$ cat src/rtl/array_bank_sched.sv
// Frame router and round-robin bank refresh scheduler for the array engines.
// Optional watchdog on WR/RD/RF dwell time is enabled by defining ARRAY_SCHED_TIMEOUT_EN.
module array_bank_sched #(
  parameter int BANK_NUM        = 4,
  parameter int BANK_ID_WIDTH   = 2,
  parameter int COL_ADDR_WIDTH  = 6,
  parameter int ROW_ADDR_WIDTH  = 16,
  parameter int DATA_WIDTH      = 64,
  parameter int FRAME_WIDTH     = 3 + COL_ADDR_WIDTH + ROW_ADDR_WIDTH + DATA_WIDTH,
  parameter int RF_CNT_WIDTH    = 25,
  parameter int RF_POSTPONE_MAX = 4,
  parameter int TIMEOUT_CYCLES  = 1024
) (
  input  logic                     clk,
  input  logic                     rst,
  input  logic                     mc_en,
  input  logic                     in_frame_valid,
  input  logic [FRAME_WIDTH-1:0]   in_frame_data,
  output logic                     in_frame_ready,
  output logic                     array_wframe_valid,
  output logic [FRAME_WIDTH-1:0]   array_wframe_data,
  input  logic                     array_wframe_ready,
  output logic                     array_wr_start,
  input  logic                     array_wr_done,
  output logic                     array_rframe_valid,
  output logic [FRAME_WIDTH-1:0]   array_rframe_data,
  input  logic                     array_rframe_ready,
  output logic                     array_rd_start,
  input  logic                     array_rd_done,
  input  logic                     array_rf_period_sel,
  input  logic [RF_CNT_WIDTH-1:0]  array_rf_period_0,
  input  logic [RF_CNT_WIDTH-1:0]  array_rf_period_1,
  output logic                     array_rf_start,
  output logic [BANK_ID_WIDTH-1:0] array_rf_bank,
  input  logic                     array_rf_done,
  output logic [1:0]               array_mux_sel,
  output logic [3:0]               rf_pending,
  output logic                     rf_overflow,
  output logic                     timeout_err
);

  typedef enum logic [1:0] {IDLE = 2'd0, WR = 2'd1, RD = 2'd2, RF = 2'd3} state_t;

  localparam logic [3:0]               PEND_MAX  = 4'(RF_POSTPONE_MAX);
  localparam logic [BANK_ID_WIDTH-1:0] BANK_LAST = BANK_ID_WIDTH'(BANK_NUM - 1);

  state_t                   state_r;
  logic [RF_CNT_WIDTH-1:0]  rf_cnt_r;
  logic [RF_CNT_WIDTH-1:0]  period_s;
  logic [3:0]               pending_r;
  logic                     overflow_r;
  logic [BANK_ID_WIDTH-1:0] bank_r;
  logic                     wr_start_r;
  logic                     rd_start_r;
  logic                     rf_start_r;
  logic                     tick_s;
  logic                     sof_s;
  logic                     rw_s;
  logic                     done_s;
  logic                     exit_s;
  logic                     rf_dec_s;
  logic                     wd_fire_s;

  assign sof_s    = in_frame_data[FRAME_WIDTH-2];
  assign rw_s     = in_frame_data[FRAME_WIDTH-3];
  assign period_s = array_rf_period_sel ? array_rf_period_0 : array_rf_period_1;
  // >= rather than == so that shrinking the period below the live count wraps at once
  assign tick_s   = mc_en & (rf_cnt_r >= period_s);
  assign exit_s   = done_s | wd_fire_s;
  assign rf_dec_s = (state_r == RF) & exit_s;

  // Done pulse belonging to the operation currently in progress
  always_comb begin
    done_s = 1'b0;
    case (state_r)
      WR:      done_s = array_wr_done;
      RD:      done_s = array_rd_done;
      RF:      done_s = array_rf_done;
      default: done_s = 1'b0;
    endcase
  end

`ifdef ARRAY_SCHED_TIMEOUT_EN
  localparam int WD_W = $clog2(TIMEOUT_CYCLES + 1);
  logic [WD_W-1:0] wd_cnt_r;
  logic            timeout_r;

  assign wd_fire_s   = (state_r != IDLE) & (wd_cnt_r == WD_W'(TIMEOUT_CYCLES - 1));
  assign timeout_err = timeout_r;

  // Dwell-time counter, cleared whenever the FSM rests in IDLE
  always_ff @(posedge clk or posedge rst) begin
    if (rst) begin
      wd_cnt_r  <= '0;
      timeout_r <= 1'b0;
    end else begin
      wd_cnt_r <= (state_r == IDLE) ? '0 : wd_cnt_r + WD_W'(1);
      if (wd_fire_s && !done_s) begin
        timeout_r <= 1'b1;
      end
    end
  end
`else
  assign wd_fire_s   = 1'b0;
  assign timeout_err = 1'b0;
`endif

  // Refresh period counter
  always_ff @(posedge clk or posedge rst) begin
    if (rst) begin
      rf_cnt_r <= '0;
    end else if (!mc_en || tick_s) begin
      rf_cnt_r <= '0;
    end else begin
      rf_cnt_r <= rf_cnt_r + RF_CNT_WIDTH'(1);
    end
  end

  // Outstanding refresh accounting; tick and completion together cancel out
  always_ff @(posedge clk or posedge rst) begin
    if (rst) begin
      pending_r  <= 4'd0;
      overflow_r <= 1'b0;
    end else if (!mc_en) begin
      pending_r  <= 4'd0;
      overflow_r <= 1'b0;
    end else begin
      if (tick_s && pending_r == PEND_MAX) begin
        overflow_r <= 1'b1;
      end
      if (tick_s && !rf_dec_s && pending_r != PEND_MAX) begin
        pending_r <= pending_r + 4'd1;
      end else if (!tick_s && rf_dec_s && pending_r != 4'd0) begin
        pending_r <= pending_r - 4'd1;
      end
    end
  end

  // Scheduler FSM with registered start pulses and bank rotation
  always_ff @(posedge clk or posedge rst) begin
    if (rst) begin
      state_r    <= IDLE;
      wr_start_r <= 1'b0;
      rd_start_r <= 1'b0;
      rf_start_r <= 1'b0;
      bank_r     <= '0;
    end else begin
      wr_start_r <= 1'b0;
      rd_start_r <= 1'b0;
      rf_start_r <= 1'b0;
      case (state_r)
        IDLE: begin
          if (mc_en) begin
            if (pending_r == PEND_MAX) begin
              state_r    <= RF;
              rf_start_r <= 1'b1;
            end else if (in_frame_valid && sof_s) begin
              state_r    <= rw_s ? WR : RD;
              wr_start_r <= rw_s;
              rd_start_r <= ~rw_s;
            end else if (pending_r != 4'd0) begin
              state_r    <= RF;
              rf_start_r <= 1'b1;
            end
          end
        end
        WR, RD: begin
          if (exit_s) begin
            state_r <= IDLE;
          end
        end
        RF: begin
          if (exit_s) begin
            state_r <= IDLE;
            bank_r  <= (bank_r == BANK_LAST) ? '0 : bank_r + BANK_ID_WIDTH'(1);
          end
        end
        default: state_r <= IDLE;
      endcase
    end
  end

  // Zero-latency frame steering; non-SOF beats offered in IDLE are swallowed
  always_comb begin
    array_wframe_valid = 1'b0;
    array_wframe_data  = '0;
    array_rframe_valid = 1'b0;
    array_rframe_data  = '0;
    in_frame_ready     = 1'b0;
    case (state_r)
      WR: begin
        array_wframe_valid = in_frame_valid;
        array_wframe_data  = in_frame_data;
        in_frame_ready     = array_wframe_ready;
      end
      RD: begin
        array_rframe_valid = in_frame_valid;
        array_rframe_data  = in_frame_data;
        in_frame_ready     = array_rframe_ready;
      end
      IDLE:    in_frame_ready = in_frame_valid & ~sof_s;
      default: in_frame_ready = 1'b0;
    endcase
  end

  assign array_mux_sel  = state_r;
  assign array_wr_start = wr_start_r;
  assign array_rd_start = rd_start_r;
  assign array_rf_start = rf_start_r;
  assign array_rf_bank  = bank_r;
  assign rf_pending     = pending_r;
  assign rf_overflow    = overflow_r;

endmodule

$ cat config.mk
export PLATFORM = sky130hd
export DESIGN_NAME = array_bank_sched
export DESIGN_NICKNAME = d
export VERILOG_FILES = /design/src/rtl/array_bank_sched.sv
export SDC_FILE = /design/constraint.sdc
export NUM_CORES = 1
export LEC_CHECK = 0
export ABC_AREA = 1
export CAP_MARGIN = 20
export CORE_AREA = 2 2 134 136
export DETAILED_ROUTE_END_ITERATION = 8
export DIE_AREA = 0 0 136 138
export GPL_TIMING_DRIVEN = 0
export MAX_ROUTING_LAYER = met4
export PLACE_DENSITY = 0.71
export SLEW_MARGIN = 5
export SYNTH_ARGS = -nofsm -noshare
export SYNTH_HDL_FRONTEND = slang
export SYNTH_SLANG_ARGS = --single-unit
$ cat constraint.sdc
create_clock -name clk -period 4 [get_ports clk]
set_clock_uncertainty 0.15 [all_clocks]
set_input_delay 0.4 -clock clk [delete_from_list [all_inputs] [get_ports clk]]
set_output_delay 0.4 -clock clk [all_outputs]
set_load 0.03 [all_outputs]
==> results list <==
- Count of nets left with antenna violations after detail routing: 0
* Category of cells accounting for the largest share of critical-path delay: simple AND/OR/NAND/NOR gates
* Largest incremental delay on the critical path: 0.37 ns
- Wire per inst: 17.3 microns
- For this run the aggregate overflow at the end of global routing stands at 0.
* Cell Pwr Density: 479 nW/um^2
- The initial antenna violation count was 1.
- Reg-to-reg endpoint: rf_pending[3]
- Number of iterations in the first detailed-routing pass: 6
- Timing analysis after detailed placement gives a worst setup slack of 0.184 ns.
* Crit. path cell count: 22
* Max Clock Freq: 0.287 GHz
- From left edge to right edge, the die measures 136 microns.
- The critical path in this run is classified as in2reg.
* Critical Path, Cell by Cell: clkbuf_1 > buf_2 > mux2i_1 > ha_1 > nand2_1 > inv_1 > o21ai_0 > nand2_1 > nand2_1 > nand2_1 > nor2_2 > nand2_1 > nand2_2 > ha_1 > a21oi_1 > o21bai_1 > xor2_1 > inv_1 > nand2_1 > nand2_1 > nand2_1 > nand2_1
- Setup violations remaining at the end of the flow were counted as 0.
- Core Area: 17,500 sq um
- STA classifies the critical path startpoint as a primary input.
- The worst hold path terminates at rf_pending[0].
* Number of nets in the final layout: 1,187
* Share of cells above drive strength 1: 0.0377
- Post-route minimum period: 3.49 ns
- Gates resized during post-CTS repair numbered 0.
- Initial core utilization: 0.230
- DIE AREA: 18,800 sq um
- The via count of the first global-routing pass was 5,334.
- Sequential cell area fraction in the yosys report: 0.229
* Met1 Track Usage GR: 0.279
* Max FO, Critical Path: 10
- For the final routed database, the setup TNS stands at 0 ns.
* Area leader, netlist: sky130_fd_sc_hd__dfrtp_1
- Together, buffers and inverters on the worst path number 4.
- The min-delay analysis places its worst path in the category in2reg.
* Area used by multi-input combinational logic: 2540 sq um
* Synth area leaders: sky130_fd_sc_hd__dfrtp_1, sky130_fd_sc_hd__nor2_1, sky130_fd_sc_hd__inv_1
* Final critical-path share of the clock period: 0.872
* CTS tree: yes
- The die is 138 microns tall.
- Dividing the detail-routed via count by the number of cells gives 4.33.
* Busiest layer in global routing: met2
- Deepest level of the CTS H-tree: 2
* Count of warnings emitted by yosys: 0
- STA classifies the critical path endpoint as a flip-flop.
- Yosys cell types: 38
- Post-synth net total: 841
- Proportion of synthesized flip-flops having asynchronous set or reset: 1.00
- Inserted Clock Buffers: 5
- The number of cells on the worst reg-to-reg path is 17.
- Clock insertion delay at the later pin of the skew report: 0.28 ns
* CTS Hold Buffers Added: 0
* First-pass GRT wire length: 31.1 mm
* Cell seen most often among critical-path stages: sky130_fd_sc_hd__nand2_1
* Syn-to-layout area delta: 94.6%
- Setup repair after global routing left no endpoint under its margin.
- Hold violation total from the final report: 0
* Clock Sinks: 37
* Commonest register cell after synthesis: sky130_fd_sc_hd__dfrtp_1
- Post-Route WL: 21.4 mm
- CP Data Arrival Time: 3.50 ns
- Clock Root Buffer: sky130_fd_sc_hd__clkbuf_16
- Met2 demand-to-capacity share in global routing: 0.364
- # port buffers: 339
- Worst-case clock buffer depth: 2
- Among all stages on the critical path, the largest delay is contributed by sky130_fd_sc_hd__buf_2.
- After technology mapping, the gate count stands at 662.
- Reg-to-Reg Start: rf_cnt_r[22]
- Number of rows in the core area: 49
- In the final layout, flip-flops and latches occupy 926 sq um.
- The worst hold path passes through 3 cells.
- Fill cell instance count of the final layout: 1,826
- Detailed Place HPWL: 18.7 mm
* Worst supply voltage drop on vdd: 0.329 mV
* Critical Path RT: 4.02 ns
* Run status: complete, no violations
* Gp weighted congestion: 0.889
- After detailed routing, the number of remaining DRC violations is 0.
- Hold Startpoint: mc_en
- Met3 usage: 0.0726
- FF+latch count, synth: 37
- Largest net degree at the start of global routing: 38
- The synthesized design contains 0 enable-type register cells.
- Total GRT Usage: 0.226
- The final max-slew violation count was 0.
* Number of DRC markers in iteration 0: 341
* Static leakage: 3.72 nW
- Headroom to the max-slew limit came out at 0.467.
* Top cell type's share of synthesized area: 0.229
* Mean instance size in the synthesized netlist: 6.10 sq um
* Worst Max-Slew Pin Slew: 0.798 ns
- Netlist Area Pre-Place: 4040 sq um
- Worst-case setup margin in the final layout: 0.513 ns
* Tightest hold margin: 0.320 ns
- Across all layers, the routed design uses 5,360 vias.
- Clock-pin slew reported for the worst setup and hold paths after clock tree synthesis: 0.05 ns
* Count of maximum capacitance violations: 0
* Worst-case register-to-register setup slack: 1.06 ns
- Total setup buffers inserted after CTS: 0
* I/O pin count: 343
[flip-flops by register name (all words and copies together) (netlist names)]
register and cells:
rf_overflow 1, array_rd_start 1, rf_pending 4, array_wr_start 1
array_mux_sel 2, array_rf_start 1, rf_cnt_r 25, array_rf_bank 2
[worst register-to-register path: cells and delay by family (launching register included)]
kind	cells	cell delay (ns)
buf+inv	2	0.12
flops	1	0.42
compound gates	1	0.16
fa+ha+maj	2	0.62
simple gates	11	1.18
xor+xnor	1	0.20
[per-layer routing]
layer / part of all wire / wire, microns
met1: 0.42 / 9050
met3: 0.10 / 2210
met4: 0.0090 / 193
met2: 0.46 / 9950
met5: 0 / 0
[where the power goes]
part / switching [W] / total [W] / internal (W) / leakage (nW)
clock: 0.000141 / 0.000386 / 0.000245 / 0.0700
combinational: 0.00184 / 0.00294 / 0.00109 / 3.14
sequential: 0.0000393 / 0.000448 / 0.000409 / 0.503
total: 0.00203 / 0.00377 / 0.00174 / 3.72
[stage by stage]
step	cell area (sq um)	utilization	power, W	cells
finish	7870	0.449	0.00377	1238
global route	7870	0.449	0.00397	1238
CTS	7860	0.448	0.00379	1237
detailed placement	7720	0.440	0.00338	1230
global placement	7720	0.440	0.00338	1230
floorplan	4040	-	0.00203	662
[kinds of logic (layout without fill, tap and decap cells)]
logic type,Yosys count,count (layout),synth area share
DFF,37,37,0.229
AOI/OAI and AO/OA,46,46,0.0628
other,1,2,0.000928
muxes,25,25,0.0622
buffers and inverters,152,498,0.143
and+or+nand+nor,362,362,0.387
adders and majority gates,30,30,0.0947
xor gates and xnor gates,9,9,0.0195
[synth_stat cells (2+ instances only)]
library cell,count
sky130_fd_sc_hd__a21oi_1,21
sky130_fd_sc_hd__buf_2,4
sky130_fd_sc_hd__clkbuf_1,19
sky130_fd_sc_hd__dfrtp_1,37
sky130_fd_sc_hd__ha_1,29
sky130_fd_sc_hd__inv_1,125
sky130_fd_sc_hd__inv_2,3
sky130_fd_sc_hd__mux2i_1,24
sky130_fd_sc_hd__nand2_1,71
sky130_fd_sc_hd__nand2_2,3
sky130_fd_sc_hd__nand3_1,18
sky130_fd_sc_hd__nand3_2,5
sky130_fd_sc_hd__nand3b_1,2
sky130_fd_sc_hd__nand4_1,8
sky130_fd_sc_hd__nor2_1,225
sky130_fd_sc_hd__nor2_2,3
sky130_fd_sc_hd__nor2_4,3
sky130_fd_sc_hd__nor3_1,13
sky130_fd_sc_hd__nor3_2,3
sky130_fd_sc_hd__nor4_1,2
sky130_fd_sc_hd__o21a_1,4
sky130_fd_sc_hd__o21ai_0,14
sky130_fd_sc_hd__o21ai_1,2
sky130_fd_sc_hd__o21bai_1,2
sky130_fd_sc_hd__xor2_1,9
[area by class of cell]
| class | instances | share of cell area |
|---|---|---|
| plain buffers | 24 | 0.0126 |
| multi-input cells | 473 | 0.322 |
| repair buffers | 339 | 0.431 |
| well taps | 229 | 0.0364 |
| diodes | 1 | 0.000318 |
| clock buffers | 7 | 0.0181 |
| flip-flops and latches | 37 | 0.118 |
| inverters | 128 | 0.0611 |
[cells in the final DEF (no fill, tap or decap), drive strengths merged, types with 2 or more instances in the layout]
| cell | instances |
|---|---|
| a21oi | 22 |
| buf | 5 |
| clkbuf | 26 |
| clkdlybuf4s50 | 339 |
| dfrtp | 37 |
| ha | 29 |
| inv | 128 |
| mux2i | 24 |
| nand2 | 75 |
| nand3 | 24 |
| nand3b | 2 |
| nand4 | 8 |
| nor2 | 231 |
| nor3 | 16 |
| nor4 | 3 |
| o21a | 4 |
| o21ai | 16 |
| o21bai | 2 |
| xor2 | 9 |
[how the worst max path moves through the flow]
stage / startpoint / slack (ns) / to
global placement: array_rf_period_sel / 0.23 / rf_pending[3]
global route: array_rf_period_sel / 0.18 / rf_pending[3]
finish: array_rf_period_sel / 0.51 / rf_pending[3]
detailed placement: array_rf_period_sel / 0.18 / rf_pending[3]
floorplan: array_rf_period_sel / 0.70 / rf_pending[3]
CTS: array_rf_period_sel / 0.46 / rf_pending[3]
Note: power is estimated with default switching activity, not from simulation.
